$ cat config.mk
export PLATFORM = sky130hd
export DESIGN_NAME = ppu_result_collector
export DESIGN_NICKNAME = d
export VERILOG_FILES = /design/src/rtl/ppu_pkg.sv /design/src/rtl/ppu_result_fifo.sv /design/src/rtl/ppu_result_collector.sv
export SDC_FILE = /design/constraint.sdc
export NUM_CORES = 1
export LEC_CHECK = 0
export ABC_AREA = 1
export CAP_MARGIN = 20
export CORE_MARGIN = 1.5
export CORE_UTILIZATION = 40
export DETAILED_ROUTE_END_ITERATION = 12
export DONT_BUFFER_PORTS = 1
export GPL_TIMING_DRIVEN = 0
export SLEW_MARGIN = 10
export SYNTH_ARGS = -nofsm -noshare
export SYNTH_HDL_FRONTEND = slang
export SYNTH_SLANG_ARGS = --single-unit
$ cat constraint.sdc
create_clock -name clk_i -period 9.2 [get_ports clk_i]
set_clock_uncertainty 0.15 [all_clocks]
set_input_delay 1.38 -clock clk_i [delete_from_list [all_inputs] [get_ports clk_i]]
set_output_delay 1.38 -clock clk_i [all_outputs]
set_load 0.01 [all_outputs]
$ cat src/rtl/ppu_pkg.sv
// Shared types and helpers for the PPU result path.
package ppu_pkg;

  typedef struct packed {
    logic overflow;
    logic spurious;
  } collector_status_t;

  // Width of a counter that must hold the values 0..depth inclusive.
  function automatic int clog2_plus1(input int depth);
    return $clog2(depth) + 1;
  endfunction

endpackage

$ cat src/rtl/ppu_result_fifo.sv
// Synchronous FIFO with registered storage; data appears on data_o the cycle after the push.
module ppu_result_fifo
  import ppu_pkg::*;
#(
  parameter int DEPTH = 8,
  parameter int WORD  = 32
) (
  input  logic                            clk_i,
  input  logic                            rst_ni,
  input  logic                            push_i,
  input  logic [WORD-1:0]                 data_i,
  input  logic                            pop_i,
  output logic [WORD-1:0]                 data_o,
  output logic                            full_o,
  output logic                            empty_o,
  output logic [clog2_plus1(DEPTH)-1:0]   count_o
);

  localparam int AW = $clog2(DEPTH);
  localparam int CW = clog2_plus1(DEPTH);

  logic [WORD-1:0] mem_q [DEPTH];
  logic [AW-1:0]   wr_ptr_q, rd_ptr_q;
  logic [CW-1:0]   count_q;
  logic            do_push, do_pop;

  assign full_o  = (count_q == CW'(DEPTH));
  assign empty_o = (count_q == '0);
  assign count_o = count_q;
  assign data_o  = mem_q[rd_ptr_q];

  // A full FIFO still accepts a push when the same cycle frees an entry.
  assign do_pop  = pop_i & ~empty_o;
  assign do_push = push_i & (~full_o | do_pop);

  // NOTE: state registers use non-blocking assignments so every flop samples pre-edge values.
  always_ff @(posedge clk_i or negedge rst_ni) begin
    if (!rst_ni) begin
      wr_ptr_q <= '0;
      rd_ptr_q <= '0;
      count_q  <= '0;
    end else begin
      if (do_push) wr_ptr_q <= wr_ptr_q + 1'b1;
      if (do_pop)  rd_ptr_q <= rd_ptr_q + 1'b1;
      case ({do_push, do_pop})
        2'b10:   count_q <= count_q + 1'b1;
        2'b01:   count_q <= count_q - 1'b1;
        default: count_q <= count_q;
      endcase
    end
  end

  // NOTE: storage is deliberately left without reset; an entry is only read after count_q shows it was written.
  always_ff @(posedge clk_i) begin
    if (do_push) mem_q[wr_ptr_q] <= data_i;
  end

endmodule

$ cat src/rtl/ppu_result_collector.sv
// Credit-protected capture buffer for the ppu_top result stream, re-presented over valid/ready with a sequence tag.
module ppu_result_collector
  import ppu_pkg::*;
#(
  parameter int WORD  = 32,
  parameter int DEPTH = 8,
  parameter int SEQW  = 8
) (
  input  logic                            clk_i,
  input  logic                            rst_ni,
  input  logic                            issue_valid_i,
  output logic                            issue_ready_o,
  input  logic                            ppu_valid_i,
  input  logic [WORD-1:0]                 ppu_result_i,
  output logic                            res_valid_o,
  output logic [WORD-1:0]                 res_data_o,
  output logic [SEQW-1:0]                 res_seq_o,
  input  logic                            res_ready_i,
  output logic [clog2_plus1(DEPTH)-1:0]   count_o,
  output logic [clog2_plus1(DEPTH)-1:0]   inflight_o,
  output logic                            overflow_o,
  output logic                            spurious_o
);

  localparam int CW = clog2_plus1(DEPTH);

  logic [CW-1:0]     inflight_q, inflight_d;
  logic [SEQW-1:0]   seq_q, seq_d;
  collector_status_t status_q, status_d;

  logic              fifo_full, fifo_empty;
  logic [CW-1:0]     fifo_count;
  logic [CW:0]       credit_used;
  logic              issue_acc, pop;

  ppu_result_fifo #(.DEPTH(DEPTH), .WORD(WORD)) u_fifo (
    .clk_i   (clk_i),
    .rst_ni  (rst_ni),
    .push_i  (ppu_valid_i),
    .data_i  (ppu_result_i),
    .pop_i   (res_ready_i),
    .data_o  (res_data_o),
    .full_o  (fifo_full),
    .empty_o (fifo_empty),
    .count_o (fifo_count)
  );

  // Credit is a pure function of registered state so the issue side sees no combinational path.
  assign credit_used   = {1'b0, inflight_q} + {1'b0, fifo_count};
  assign issue_ready_o = (credit_used < (CW+1)'(DEPTH));
  assign issue_acc     = issue_valid_i & issue_ready_o;

  assign res_valid_o = ~fifo_empty;
  assign pop         = res_valid_o & res_ready_i;
  assign res_seq_o   = seq_q;
  assign count_o     = fifo_count;
  assign inflight_o  = inflight_q;
  assign overflow_o  = status_q.overflow;
  assign spurious_o  = status_q.spurious;

  // NOTE: every always_comb output gets its default first, so no path can infer a latch.
  always_comb begin
    inflight_d = inflight_q;
    seq_d      = seq_q;
    status_d   = status_q;

    if (issue_acc && !ppu_valid_i) begin
      inflight_d = inflight_q + 1'b1;
    end else if (!issue_acc && ppu_valid_i && (inflight_q != '0)) begin
      inflight_d = inflight_q - 1'b1;
    end

    if (pop) seq_d = seq_q + 1'b1;

    if (ppu_valid_i && (inflight_q == '0)) status_d.spurious = 1'b1;
    if (ppu_valid_i && fifo_full && !pop)  status_d.overflow = 1'b1;
  end

  always_ff @(posedge clk_i or negedge rst_ni) begin
    if (!rst_ni) begin
      inflight_q <= '0;
      seq_q      <= '0;
      status_q   <= '0;
    end else begin
      inflight_q <= inflight_d;
      seq_q      <= seq_d;
      status_q   <= status_d;
    end
  end

endmodule
==> results of run 1 <==
[metal layers]
metal / up-vias / global-route usage, % / part of all wire (%)
met5: - / 0 / 0
met4: 0 / 4.958 / 1.9
met3: 34 / 3.451 / 6.7
met2: 194 / 29.82 / 48
met1: 3411 / 25.11 / 44
li1: 3333 / - / -
[worst max-delay path, cell delays in order (launching register included)]
cell and delay (ps):
dfrtp_1 470, inv_2 100, buf_4 160, clkbuf_1 470
o21ai_0 220, a31oi_1 460
[per-stage QoR]
step	cells	hold slack (ps)	setup WS (ps)	area, µm²	power, W
final	1355	374.0	5246	12940	0.004302
after global routing	1355	359.5	5025	12940	0.004563
after CTS	1355	355.6	5216	12940	0.004333
after detailed placement	1302	379.2	5727	12060	0.003239
after global placement	1294	364.9	3913	11800	0.003173
after floorplan	916	342.6	5350	11320	0.002718
[sequential cells by signal, indices dropped and copies added, names as in the netlist]
signal,cells
spurious_o,1
u_fifo.rd_ptr_q,3
u_fifo.mem_q,256
u_fifo.count_o,4
res_seq_o,8
inflight_o,4
overflow_o,1
u_fifo.wr_ptr_q,3
[cell usage in the layout, fill, tap and decap left out, types with 11 or more instances in the layout]
cell type and n:
ha_1 11, a31oi_1 34, clkbuf_1 28, clkbuf_16 29, nor2_1 164, nand2_1 142
edfxtp_1 256, o21ai_0 113, buf_4 11, o21ai_1 23, inv_1 22, dfrtp_1 24
a21oi_1 34
[path summary, 6_finish.rpt]
path	start	to	slack, ps	depth (start not counted)
worst max-delay path	u_fifo.rd_ptr_q[0]$_DFFE_PN0P_	res_data_o[0]	5250	5
max in group asynchronous	rst_ni	res_seq_o[4]$_DFFE_PN0P_	8440	0
worst min register to register	u_fifo.wr_ptr_q[0]$_DFFE_PN0P_	u_fifo.wr_ptr_q[0]$_DFFE_PN0P_	400	2
worst max register to register	u_fifo.count_o[1]$_DFFE_PN0P_	u_fifo.count_o[3]$_DFFE_PN0P_	6500	12
worst min-delay path	rst_ni	u_fifo.wr_ptr_q[2]$_DFFE_PN0P_	370	0
min in group clk_i	u_fifo.wr_ptr_q[0]$_DFFE_PN0P_	u_fifo.wr_ptr_q[0]$_DFFE_PN0P_	400	2
[power by group through the flow]
stage | combinational (W) | sequential (W) | clock (W)
finish | 0.00149 | 0.00171 | 0.00110
global placement | 0.00142 | 0.00175 | 0
detailed placement | 0.00150 | 0.00174 | 0
floorplan | 0.00100 | 0.00172 | 0
global route | 0.00167 | 0.00173 | 0.00116
CTS | 0.00150 | 0.00171 | 0.00111
[kinds of logic after synthesis]
group                    after synthesis
AO/OA/AOI/OAI                        207
flip-flops                           280
XOR/XNOR                              12
adder cells (fa/ha/maj)               13
buffers and inverters                 73
AND/OR/NAND/NOR                      331
[area by class of cell]
class	count	area share, %
Sequential cell	280	64.04
Timing Repair Buffer	8	1.585
Tap cell	378	3.654
Inverter	25	0.7251
Multi-Input combinational cell	563	21.04
Clock buffer	39	5.897
Buffer	48	2.156
Clock inverter	14	0.9087
==> impl_metrics.json, run 1 <==
{
  "p_sw_w": 0.001625,
  "seq_power_share_pct": 39.8,
  "cts_post_setup_buffers_inserted": 0,
  "nets": 1005,
  "p_sw_share_pct": 37.78,
  "synth_warnings": 0,
  "synthMuxAreaShare_pct": 0,
  "vias_per_cell": 5.145,
  "remaining_drc_errors": 0,
  "cts.path.max_buffers": 3,
  "clkLatencyLatePin_ps": 550,
  "cts_resized": 0,
  "synthSimpleGateAreaFrac_pct": 11.40,
  "cp_max_fo": 10,
  "ant_nets": 0,
  "combPwrFrac_pct": 34.6,
  "overflow": 0,
  "tightest_slew_ps": 791.3,
  "period_needed_ps": 3954,
  "drtIter0Drc": 680,
  "maxCapViolations": 0,
  "io_buffers": 0,
  "start_util_pct": 40.65,
  "cp.required_ps": 7670,
  "power.density_mw_per_mm2": 332.4,
  "grt_pass1_vias": 6757,
  "ys_seq_elements": 280,
  "netlist_instances": 916,
  "globalRouteTotalUtil_pct": 18.28,
  "report.final.slew_viol_count": 0,
  "diodes": 0,
  "relSlewSlack_pct": 47.12,
  "rows": 61,
  "synth_top_family_by_area": "simple AND/OR/NAND/NOR gates",
  "n_fill_cell": 2434,
  "area_growth_pct": 14.30,
  "tns_ps": 0,
  "place.gp.congestion": 0.7579,
  "synth_edf_count": 256,
  "synthXorXnorAreaFrac_pct": 0.9282,
  "grt_pass1_wl_mm": 39.94,
  "dpl.hpwl_mm": 16.82,
  "multi_input_area_mm2": 0.002723,
  "hold_buffers": 0,
  "regArea_mm2": 0.008288,
  "dieArea_mm2": 0.02933,
  "clkSinkCount": 280,
  "yosysTopAreaCell": "edfxtp_1",
  "cts-root-buf": "clkbuf_16",
  "ios": 89,
  "coreArea_mm2": 0.02786,
  "post_drt_wl_per_cell_um": 19.59,
  "cp-start-kind": "flip-flop",
  "routed_wl_mm": 26.54,
  "cts_tree": "built",
  "drive_gt1_share_pct": 8.700,
  "worst_ir_drop_vdd_uv": 159.3,
  "p_int_w": 0.002677,
  "synthArstFlopShare_pct": 8.571,
  "syn_area_mm2": 0.01132,
  "hold_violations": 0,
  "synthFlopType": "edfxtp_1",
  "ys_types": 32,
  "die-height_um": 171.3,
  "dieWidth_um": 171.3,
  "netlist.area_leader.share_pct": 67.89,
  "cts_inserted_buffers": 29,
  "synth_nets": 966,
  "synthAdderAreaFrac_pct": 1.569,
  "status": "completed",
  "setup_viol": 0,
  "utilization_pct": 46.46,
  "clkPwrFrac_pct": 25.6,
  "vias": 6972,
  "htreeDepth": 1,
  "leakagePower_nw": 4.535,
  "netlist_top_cells_area": "edfxtp_1, nor2_1, dfrtp_1",
  "synthTopCellsByCount": "edfxtp_1, nor2_1, nand2_1, o21ai_0",
  "grt_setup_unrepaired": "false",
  "cp.arrival_ps": 2420,
  "clock.fmax_mhz": 252.9,
  "yosys.cell_count.top_type": "edfxtp_1",
  "clk_pin_slew_ps": 60,
  "synth_compound_area_share_pct": 9.613,
  "grt_antenna_before_repair": 0,
  "finalCritPeriodShare_pct": 42.97,
  "timing_worst_setup_path_type": "reg2out",
  "holdCritPathClass": "in2async",
  "ys_seq_area_share_pct": 73.19,
  "firstDrtPassIters": 5,
  "cp-end-kind": "output pin",
  "grt_max_degree": 25,
  "syn_avg_cell_area_um2": 12.36
}
No activity file was read; power rests on OpenSTA's default activity.
==> inputs of run 2 (changes only) <==
==> constraint.sdc (replaced) <==
create_clock -name clk_i -period 3.5 [get_ports clk_i]
set_clock_uncertainty 0.15 [all_clocks]
set_input_delay 0.525 -clock clk_i [delete_from_list [all_inputs] [get_ports clk_i]]
set_output_delay 0.525 -clock clk_i [all_outputs]
set_load 0.01 [all_outputs]
==> run 2 against run 1 <==
Compared with the run above:
- routed wire length rose by 0.26%
- non-clock buffer count rose by 35
- count of clock-buffer cells in the layout did not move
- cell area rose by 2.8%
- utilization rose by 1.3 points
- first-iteration DRC count rose by 13%
- global-route usage rose by 0.18 points
- sequential share of layout area fell by 1.7 points
- critical path depth did not move
- combinational power rose to 2.7 times the previous value
==> impl_metrics.json, run 2 (synthesized netlist as in run 1, its figures left out) <==
{
  "dieArea_mm2": 0.02933,
  "clkSinkCount": 280,
  "setup_viol": 0,
  "hold_violations": 0,
  "clk_pin_slew_ps": 60,
  "timing_worst_setup_path_type": "reg2out",
  "worst_ir_drop_vdd_uv": 418.8,
  "grt_pass1_vias": 6884,
  "nets": 1040,
  "power.density_mw_per_mm2": 855.1,
  "start_util_pct": 40.65,
  "drtIter0Drc": 766,
  "drive_gt1_share_pct": 8.498,
  "leakagePower_nw": 4.687,
  "dieWidth_um": 171.3,
  "cts_post_setup_buffers_inserted": 0,
  "clkLatencyLatePin_ps": 550,
  "cp.required_ps": 2820,
  "finalCritPeriodShare_pct": 87.80,
  "clock.fmax_mhz": 325.4,
  "dp_cells": 1302,
  "cp-start-kind": "flip-flop",
  "cp_max_fo": 10,
  "period_needed_ps": 3073,
  "holdCritPathClass": "in2reg",
  "relSlewSlack_pct": 46.73,
  "cp-end-kind": "output pin",
  "grt_max_degree": 25,
  "status": "completed",
  "cts_tree": "built",
  "area_growth_pct": 17.48,
  "regArea_mm2": 0.008288,
  "globalRouteTotalUtil_pct": 18.45,
  "fin_ws_ps": 427.0,
  "coreArea_mm2": 0.02786,
  "grt_pass1_wl_mm": 40.46,
  "firstDrtPassIters": 5,
  "grt_antenna_before_repair": 1,
  "maxCapViolations": 0,
  "io_buffers": 0,
  "n_fill_cell": 2417,
  "ant_nets": 0,
  "layout_common_cells": "edfxtp_1, nor2_1, nand2_1",
  "largest_register": "u_fifo.mem_q",
  "rows": 61,
  "routed_wl_mm": 26.61,
  "htreeDepth": 1,
  "hold_buffers": 35,
  "vias_per_cell": 5.088,
  "post_drt_wl_per_cell_um": 19.14,
  "report.final.slew_viol_count": 0,
  "cts-root-buf": "clkbuf_16",
  "multi_input_area_mm2": 0.002723,
  "remaining_drc_errors": 0,
  "diodes": 0,
  "cts_resized": 0,
  "cts_inserted_buffers": 29,
  "grt_setup_unrepaired": "false",
  "die-height_um": 171.3,
  "final_cells": 1390,
  "tightest_slew_ps": 797.1,
  "overflow": 0,
  "layout_commonest_cell": "edfxtp_1",
  "largest_reg_flops": 256,
  "dpl.hpwl_mm": 16.82,
  "ios": 89,
  "place_ws_ps": 796.2,
  "cp.arrival_ps": 2400,
  "cts.path.max_buffers": 3,
  "vias": 7073,
  "total_power_w": 0.01138,
  "place.gp.congestion": 0.7579
}
[run 2: changes by cell type in the layout (fill, tap and decap cells not counted)]
cell / change
buf_12: +1
dlygate4sd3_1: +34
[run 2: worst paths after layout]
kind / startpoint / endpoint / slack, ps / depth (start not counted)
max in group asynchronous: rst_ni / res_seq_o[4]$_DFFE_PN0P_ / 2790 / 2
max reg2reg: u_fifo.count_o[1]$_DFFE_PN0P_ / u_fifo.count_o[3]$_DFFE_PN0P_ / 800 / 12
max: u_fifo.rd_ptr_q[0]$_DFFE_PN0P_ / res_data_o[0] / 430 / 5
min reg2reg: u_fifo.wr_ptr_q[0]$_DFFE_PN0P_ / u_fifo.wr_ptr_q[0]$_DFFE_PN0P_ / 390 / 2
min in group asynchronous: rst_ni / u_fifo.count_o[3]$_DFFE_PN0P_ / 250 / 2
min: ppu_valid_i / overflow_o$_DFFE_PN0P_ / 40 / 2
[run 2: metal layers]
metal / wire length, µm / global-route usage, %
met5: 12 / 0
met4: 524 / 5.187
met3: 1547 / 3.198
met2: 12680 / 29.90
met1: 11840 / 25.65
[run 2: cell type report]
type | instances | share of cell area [%]
sequential | 280 | 62.30
multi-input combinational | 563 | 20.47
clock buffer | 39 | 5.737
timing repair buffer | 43 | 4.251
tap | 378 | 3.555
buffer | 48 | 2.097
clock inverter | 14 | 0.8841
inverter | 25 | 0.7054
[run 2: through the flow]
stage	cell area (µm²)	hold slack, ps	util [%]	setup TNS, ps
CTS	13300	27.84	47.75	0
global placement	11800	80.14	42.34	-212100
finish	13300	41.20	47.75	0
global route	13300	45.91	47.75	0
detailed placement	12060	80.19	43.30	0
floorplan	11320	79.41	-	0
[run 2: critical path: stages (launching register included)]
cell and delay [ps]:
dfrtp_1 470, inv_2 100, buf_4 160, clkbuf_1 460, o21ai_0 210, a31oi_1 440
[run 2: where the power goes]
| part | leakage, nW | internal, W | switching [W] |
|---|---|---|---|
| Sequential | 2.61 | 0.00420 | 0.000305 |
| Clock | 0.425 | 0.00167 | 0.00122 |
| Combinational | 1.65 | 0.00120 | 0.00278 |
| Total | 4.69 | 0.00706 | 0.00431 |
